==> src/rtl/fft_stream_to_bram.sv <==
// Captures the low bins of each FFT magnitude frame into the back half of a
// double-buffered histogram BRAM, flipping banks and publishing the peak on each good frame.
module fft_stream_to_bram #(
  parameter int unsigned DATA_W = 24,
  parameter int unsigned IDX_W  = 12,
  parameter int unsigned KEEP_W = 10,
  parameter int unsigned OUT_W  = 16
) (
  input  logic              clk,
  input  logic              reset,
  input  logic [DATA_W-1:0] s_tdata,
  input  logic [IDX_W-1:0]  s_tuser,
  input  logic              s_tlast,
  input  logic              s_tvalid,
  output logic              s_tready,
  input  logic              enable,
  output logic              wr_en,
  output logic [KEEP_W:0]   wr_addr,
  output logic [OUT_W-1:0]  wr_data,
  output logic              bank,
  output logic              frame_done,
  output logic [KEEP_W-1:0] peak_bin,
  output logic [OUT_W-1:0]  peak_mag,
  output logic              err_index,
  output logic              err_tlast,
  output logic [15:0]       frame_count
);

  typedef enum logic [1:0] {StIdle, StCapture, StDrop} state_t;

  state_t            state;
  logic [IDX_W-1:0]  exp_idx;
  logic [KEEP_W-1:0] run_bin;
  logic [OUT_W-1:0]  run_mag;

  logic              beat;
  logic [OUT_W-1:0]  sat;
  logic              kept;
  logic              idx_last;
  logic              idx_match;
  logic              start;
  logic              good_beat;
  logic              bigger;
  logic [KEEP_W-1:0] nxt_bin;
  logic [OUT_W-1:0]  nxt_mag;

  // No backpressure: ready follows reset only.
  assign s_tready  = ~reset;
  assign beat      = s_tvalid & s_tready;
  assign sat       = (s_tdata[DATA_W-1:OUT_W] == '0) ? s_tdata[OUT_W-1:0] : '1;
  assign kept      = (s_tuser >> KEEP_W) == '0;
  assign idx_last  = &s_tuser;
  assign idx_match = s_tuser == exp_idx;
  assign start     = (state == StIdle) && (s_tuser == '0) && enable;
  assign good_beat = beat && (start || ((state == StCapture) && idx_match));

  // DC bin never competes; strict compare keeps the lower index on ties.
  assign bigger  = kept && (s_tuser != '0) && (sat > run_mag);
  assign nxt_bin = bigger ? s_tuser[KEEP_W-1:0] : run_bin;
  assign nxt_mag = bigger ? sat : run_mag;

  always_ff @(posedge clk or posedge reset) begin
    if (reset) begin
      state       <= StIdle;
      exp_idx     <= '0;
      run_bin     <= '0;
      run_mag     <= '0;
      wr_en       <= 1'b0;
      wr_addr     <= '0;
      wr_data     <= '0;
      bank        <= 1'b0;
      frame_done  <= 1'b0;
      peak_bin    <= '0;
      peak_mag    <= '0;
      err_index   <= 1'b0;
      err_tlast   <= 1'b0;
      frame_count <= '0;
    end else begin
      wr_en      <= 1'b0;
      frame_done <= 1'b0;
      err_index  <= 1'b0;
      err_tlast  <= 1'b0;

      if (good_beat && kept) begin
        wr_en   <= 1'b1;
        wr_addr <= {~bank, s_tuser[KEEP_W-1:0]};
        wr_data <= sat;
      end

      if (beat) begin
        case (state)
          StIdle: begin
            if (start) begin
              exp_idx <= IDX_W'(1);
              run_bin <= '0;
              run_mag <= '0;
              state   <= StCapture;
            end
          end
          StCapture: begin
            if (!idx_match) begin
              err_index <= 1'b1;
              state     <= s_tlast ? StIdle : StDrop;
            end else if (s_tlast && !idx_last) begin
              err_tlast <= 1'b1;
              state     <= StIdle;
            end else if (idx_last && !s_tlast) begin
              err_tlast <= 1'b1;
              state     <= StDrop;
            end else begin
              run_bin <= nxt_bin;
              run_mag <= nxt_mag;
              if (idx_last) begin
                frame_done  <= 1'b1;
                bank        <= ~bank;
                peak_bin    <= nxt_bin;
                peak_mag    <= nxt_mag;
                frame_count <= frame_count + 16'd1;
                state       <= StIdle;
              end else begin
                exp_idx <= exp_idx + 1'b1;
              end
            end
          end
          StDrop: begin
            if (s_tlast) state <= StIdle;
          end
          default: state <= StIdle;
        endcase
      end
    end
  end

endmodule

==> config.mk <==
export PLATFORM = sky130hd
export DESIGN_NAME = fft_stream_to_bram
export DESIGN_NICKNAME = d
export VERILOG_FILES = /design/src/rtl/fft_stream_to_bram.sv
export SDC_FILE = /design/constraint.sdc
export NUM_CORES = 1
export LEC_CHECK = 0
export CAP_MARGIN = 20
export CELL_PAD_IN_SITES_DETAIL_PLACEMENT = 1
export CELL_PAD_IN_SITES_GLOBAL_PLACEMENT = 1
export CORE_MARGIN = 8
export CORE_UTILIZATION = 43
export CTS_CLUSTER_SIZE = 25
export DETAILED_ROUTE_END_ITERATION = 8
export PLACE_DENSITY_LB_ADDON = 0.1
export SLEW_MARGIN = 20
export SYNTH_ARGS = -nofsm -noshare
export SYNTH_HDL_FRONTEND = slang
export SYNTH_SLANG_ARGS = --single-unit
==> constraint.sdc <==
create_clock -name clk -period 17.17 [get_ports clk]
set_clock_uncertainty 0.1 [all_clocks]
set_input_delay 5.151 -clock clk [delete_from_list [all_inputs] [get_ports clk]]
set_output_delay 5.151 -clock clk [all_outputs]
set_load 0.02 [all_outputs]
==> qor.yml, run 1 <==
layout:
  stdcell_count: 785
  n_fill_cell: 1348
  post-route-util: 0.591
  multi_input_area_um2: 2470
  area_growth_pct: 34.6
  fin_nets: 662
  drive_gt1_frac: 0.168
  diodes: 0
  ff_latch_area_um2: 2850
  mostFrequentLayoutCells: "clkdlybuf4s50_1 (115), dfrtp_1 (114), nand2_1 (53)"
  layout_commonest_cell: "clkdlybuf4s50_1"
sta:
  rsz0062_at_grt: "false"
  setup_violations: 0
  fmax_mhz: 81.5
  period_needed_ns: 12.27
  final-hold-violation-count: 0
  drv_slew: 0
  tns_ns: 0
  fin_crit_sh: 0.714
  relSlewSlack: 0.266
  tightest_slew_ns: 1.10
clock_tree:
  clkLatencyLatePin_ns: 0.42
  cts_tree: "done"
  cts_setup_buffers: 0
  cts_root_buf: "clkbuf_16"
  cts_buffer_depth: 2
  cts_buffers: 17
  htreeDepth: 4
  cts_hold_buf: 0
  clkTransAtPathRegs_ns: 0.05
  cts_resized: 0
  cts_sinks: 114
hold_path:
  min_path_cells: 2
  hp-start: "wr_addr[1]"
  worstHoldEndpoint: "wr_addr[1]"
  hold_path_class: "flip-flop to flip-flop"
route:
  top_layer: "met4"
  avgViaCountPerCell: 5.46
  wl_met2_um: 8350
  dr.first_iter.drc_count: 217
  firstDrtPassIters: 4
  drt-total-wl_um: 16100
  route.detailed.drc: 0
  routedWlPerCell_um: 20.5
  vias: 4284
  wl_met1_um: 6560
  route.met3.wl_um: 891
  antenna_left: 0
floorplan:
  core.rowCount: 41
  placeableCoreArea_um2: 12600
  start_util: 0.439
  die_area_um2: 16800
  die_y_um: 130
  pin_count: 116
  die_w_um: 130
setup_path:
  cpLargestDelayFamily: "buffers and inverters"
  cpPeakStageDelay_ns: 0.75
  regToRegSetupSlack_ns: 13.89
  worstPathCellList: "clkdlybuf4s50_1 > inv_4 > clkdlybuf4s50_1"
  arrival_ns: 7.01
  crit_buf_inv: 3
  crit_fanout: 63
  critPathCaptureType: "primary output"
  crit_required_ns: 11.92
  reg2reg_depth: 8
  reg2reg_to: "run_bin[2]"
  slowest_stage: "clkdlybuf4s50_1"
  crit_path_frequent_cell: "clkdlybuf4s50_1"
  r2r-start: "run_mag[14]"
  crit_type: "input pin to primary output"
  critPathLaunchType: "input pin"
grt:
  antenna_found_initial: 0
  grt_pass1_vias: 4841
  overflow: 0
  grt_first_pass_wirelength_um: 26100
  grt_start_max_net_pins: 64
  grt_usage: 0.203
yosys:
  ys_ff_latch: 114
  async_flop_share: 1.00
  seq_area_frac_synth: 0.515
  synth_ff_type: "dfrtp_1"
  synth_edf_count: 0
  synth_cells: 485
  ys.warnings.count: 0
  syn_area_per_cell_um2: 11.4
  synthesis.nets: 547
  synth.distinct_cells: 50
  syn_area_um2: 5540
place:
  dp_hpwl_um: 11000
  io_buffers: 115
  place_congestion: 0.816
  dp.cells: 753
status:
  status: "complete, no violations"
power:
  p_total_mw: 0.707
  power_density_nw_per_um2: 94.8
  max-vdd-ir-drop_mv: 0.0522
  leakage_nw: 3.37
job:
  drv_cap: 0
-- cell type report --
cell class | instances | area share
Sequential cell | 114 | 0.382
Multi-Input combinational cell | 325 | 0.331
Timing Repair Buffer | 118 | 0.157
Clock buffer | 24 | 0.0686
Tap cell | 172 | 0.0288
Clock inverter | 8 | 0.0196
Inverter | 24 | 0.0124
-- how the worst max path moves through the flow --
stage	start	endpoint	slack, ns	cells after the start
finish	reset	s_tready	4.90	3
global route	reset	s_tready	4.75	3
CTS	reset	s_tready	4.85	3
detailed placement	reset	s_tready	4.86	3
global placement	reset	s_tready	4.90	3
floorplan	reset	s_tready	4.31	1
-- report_power, final --
part	internal, mW	switching (mW)
Sequential	0.272	0.00704
Clock	0.266	0.124
Combinational	0.0156	0.0230
Total	0.553	0.154
-- worst min-delay path, stage by stage (launching register included) --
cell	delay, ns
dfrtp_1	0.34
nand2_1	0.05
nand2_1	0.05
-- kinds of logic (layout without fill, tap and decap cells) --
logic type	after synthesis	after routing	share of synthesized area
AO/OA/AOI/OAI	72	72	0.0941
adder cells (fa/ha/maj)	21	21	0.0474
multiplexers	42	42	0.0975
flip-flops	114	114	0.515
buffers and inverters	46	174	0.0404
XOR/XNOR	28	28	0.0442
AND/OR/NAND/NOR	162	162	0.162
-- routing by layer --
metal  GRT usage  vias up
li1            -     1962
met3      0.0546       24
met2       0.356      103
met4      0.0772        0
met5           0        -
met1       0.232     2195
-- registers in the layout (all words and copies together) (netlist names) --
name         cells
frame_done       1
err_tlast        1
exp_idx         12
bank             1
run_bin         10
wr_en            1
peak_bin        10
state            2
peak_mag        16
err_index        1
run_mag         16
frame_count     16
wr_data         16
wr_addr         11
-- synth_stat cells (2+ instances only) --
master / count / area, µm²
clkbuf_1: 11 / 41.3
or2_2: 15 / 93.8
ha_1: 21 / 263
nor4_2: 4 / 50.1
o211ai_1: 4 / 30.0
nand2b_1: 3 / 18.8
a22o_1: 27 / 236
dfrtp_1: 114 / 2850
mux2_2: 24 / 270
nand3_1: 14 / 70.1
o21ai_0: 11 / 55.1
mux2_4: 18 / 270
nor2_1: 10 / 37.5
nor4_1: 4 / 25.0
xor2_1: 16 / 140
or3_1: 7 / 43.8
inv_1: 24 / 90.1
buf_6: 6 / 67.6
nand4_1: 17 / 106
o31ai_1: 2 / 15.0
buf_2: 5 / 25.0
a21oi_1: 16 / 80.1
or4_1: 4 / 30.0
xnor2_1: 12 / 105
and4_1: 2 / 17.5
and3_1: 6 / 37.5
nand2_1: 53 / 199
nor3_1: 13 / 65.1
-- metrics by stage --
| stage | worst slack, ns | hold WS (ns) | cell area (µm²) |
|---|---|---|---|
| after global routing | 4.75 | 0.386 | 7460 |
| final | 4.90 | 0.369 | 7460 |
| after floorplan | 4.31 | 0.362 | 5540 |
| after detailed placement | 4.86 | 0.363 | 6800 |
| after global placement | 4.90 | 0.349 | 6800 |
| after CTS | 4.85 | 0.375 | 7460 |
(Power assumes the default switching activity.)
==> run 2: changes to the inputs <==
Settings changed: CORE_UTILIZATION 43 to 40.
Clock period 17.17 ns to 11.65 ns, I/O delays scaled along.
==> run 2 against run 1 <==
Against the previous run:
- largest power group unchanged
- worst hold slack better by 0.0017 ns
- critical path depth did not move
- sequential cell count stayed put
- first-iteration DRC count fell by 7.4%
- cell area shrank 0.27%
- worst setup slack got worse by 2.1 ns
==> qor.yml, run 2 (synthesized netlist as in run 1, its figures left out) <==
place:
  place_congestion: 0.811
  place_area_um2: 6810
  dp_hpwl_um: 10700
  io_buffers: 115
floorplan:
  pin_count: 116
  placeableCoreArea_um2: 13700
  core.rowCount: 43
  die_area_um2: 17900
  die_y_um: 134
  start_util: 0.404
  die_w_um: 134
hold_path:
  hold_path_class: "flip-flop to flip-flop"
  hp-start: "wr_addr[8]"
  min_path_cells: 2
  worstHoldEndpoint: "wr_addr[8]"
sta:
  setup_violations: 0
  final-hold-violation-count: 0
  tns_ns: 0
  relSlewSlack: 0.378
  period_needed_ns: 8.82
  fin_crit_sh: 0.757
  drv_slew: 0
  fmax_mhz: 113
  tightest_slew_ns: 0.926
  rsz0062_at_grt: "false"
power:
  switching_share: 0.229
  seqPwrFrac: 0.405
  power_density_nw_per_um2: 137
  p_int_mw: 0.787
  p_clk_frac: 0.540
  p_total_mw: 1.02
  p_sw_mw: 0.233
  max-vdd-ir-drop_mv: 0.0713
  comb_power_share: 0.055
  leakage_nw: 3.34
job:
  drv_cap: 0
grt:
  grt_pass1_vias: 4636
  grtUsageMet3: 0.0561
  overflow: 0
  grt_usage: 0.180
  antenna_found_initial: 0
  grt_most_used_layer: "met2"
  grt_first_pass_wirelength_um: 25400
  grtUsageMet2: 0.303
  gr-usage-met1: 0.213
  grt_start_max_net_pins: 64
layout:
  area_growth_pct: 34.2
  diodes: 0
  mostFrequentLayoutCells: "clkdlybuf4s50_1 (115), dfrtp_1 (114), nand2_1 (53)"
  layout_commonest_cell: "clkdlybuf4s50_1"
  drive_gt1_frac: 0.170
  fin_nets: 662
  fin_area_um2: 7440
route:
  vias: 4241
  drt-total-wl_um: 15300
  antenna_left: 0
  dr.first_iter.drc_count: 201
  route.detailed.drc: 0
  avgViaCountPerCell: 5.35
  firstDrtPassIters: 4
  routedWlPerCell_um: 19.4
setup_path:
  arrival_ns: 5.22
  r2r-start: "exp_idx[0]"
  reg2reg_to: "frame_count[7]"
  reg2reg_depth: 6
  crit_fanout: 53
  regToRegSetupSlack_ns: 8.73
  critPathLaunchType: "input pin"
  crit_type: "input pin to primary output"
  critPathCaptureType: "primary output"
  crit_required_ns: 8.06
clock_tree:
  cts_hold_buf: 0
  clkLatencyLatePin_ns: 0.42
  cts_sinks: 114
  cts_root_buf: "clkbuf_16"
  clkTransAtPathRegs_ns: 0.06
  cts_tree: "done"
  cts_buffer_depth: 2
  cts_setup_buffers: 0
  cts_resized: 0
  htreeDepth: 4
  cts_buffers: 17
status:
  status: "complete, no violations"
==> run 2: cell count changes in the layout (fill, tap and decap cells not counted) <==
cell,change
clkinv_4,+1
clkinvlp_4,+2
and3_1,-1
clkinv_2,+1
clkbuf_8,-5
inv_6,+1
and3_2,+1
==> run 2: final cells by class <==
| type | instances | area, µm² |
|---|---|---|
| fill | 1439 | 6280 |
| timing repair buffer | 118 | 1170 |
| sequential | 114 | 2850 |
| clock inverter | 13 | 184 |
| clock buffer | 19 | 443 |
| multi-input combinational | 325 | 2470 |
| tap | 180 | 225 |
| inverter | 24 | 92.6 |
==> run 2: worst max-delay path by stage <==
stage | start | to | cells past startpoint
2_1_floorplan | reset | s_tready | 1
3_3_place_gp | reset | s_tready | 3
3_5_place_dp | reset | s_tready | 3
4_1_cts | reset | s_tready | 3
5_1_grt | reset | s_tready | 3
6_report | reset | s_tready | 3
==> run 2: worst max-delay path, stage by stage <==
cell             delay, ns
clkdlybuf4s50_1       0.47
inv_4                 0.49
clkdlybuf4s50_1       0.73
==> run 2: per-stage QoR <==
stage          setup WS, ns  utilization  hold WS [ns]  instances
2_1_floorplan          2.10            -         0.362        485
3_3_place_gp           2.79        0.496         0.350        761
3_5_place_dp           2.79        0.496         0.360        761
4_1_cts                2.78        0.542         0.374        793
5_1_grt                2.70        0.542         0.394        793
6_report               2.83        0.542         0.370        793
==> run 2: power groups by stage <==
| stage | Clock (mW) | Sequential (mW) | Combinational (mW) |
|---|---|---|---|
| 2_1_floorplan | 0 | 0.413 | 0.0337 |
| 3_3_place_gp | 0 | 0.418 | 0.0547 |
| 3_5_place_dp | 0 | 0.419 | 0.0569 |
| 4_1_cts | 0.563 | 0.412 | 0.0576 |
| 5_1_grt | 0.579 | 0.413 | 0.0625 |
| 6_report | 0.551 | 0.413 | 0.0565 |
==> run 2: metal layers <==
metal / part of all wire / up-vias
met3: 0.051 / 17
met2: 0.50 / 88
li1: - / 1973
met4: 0.013 / 0
met5: 0 / -
met1: 0.43 / 2163
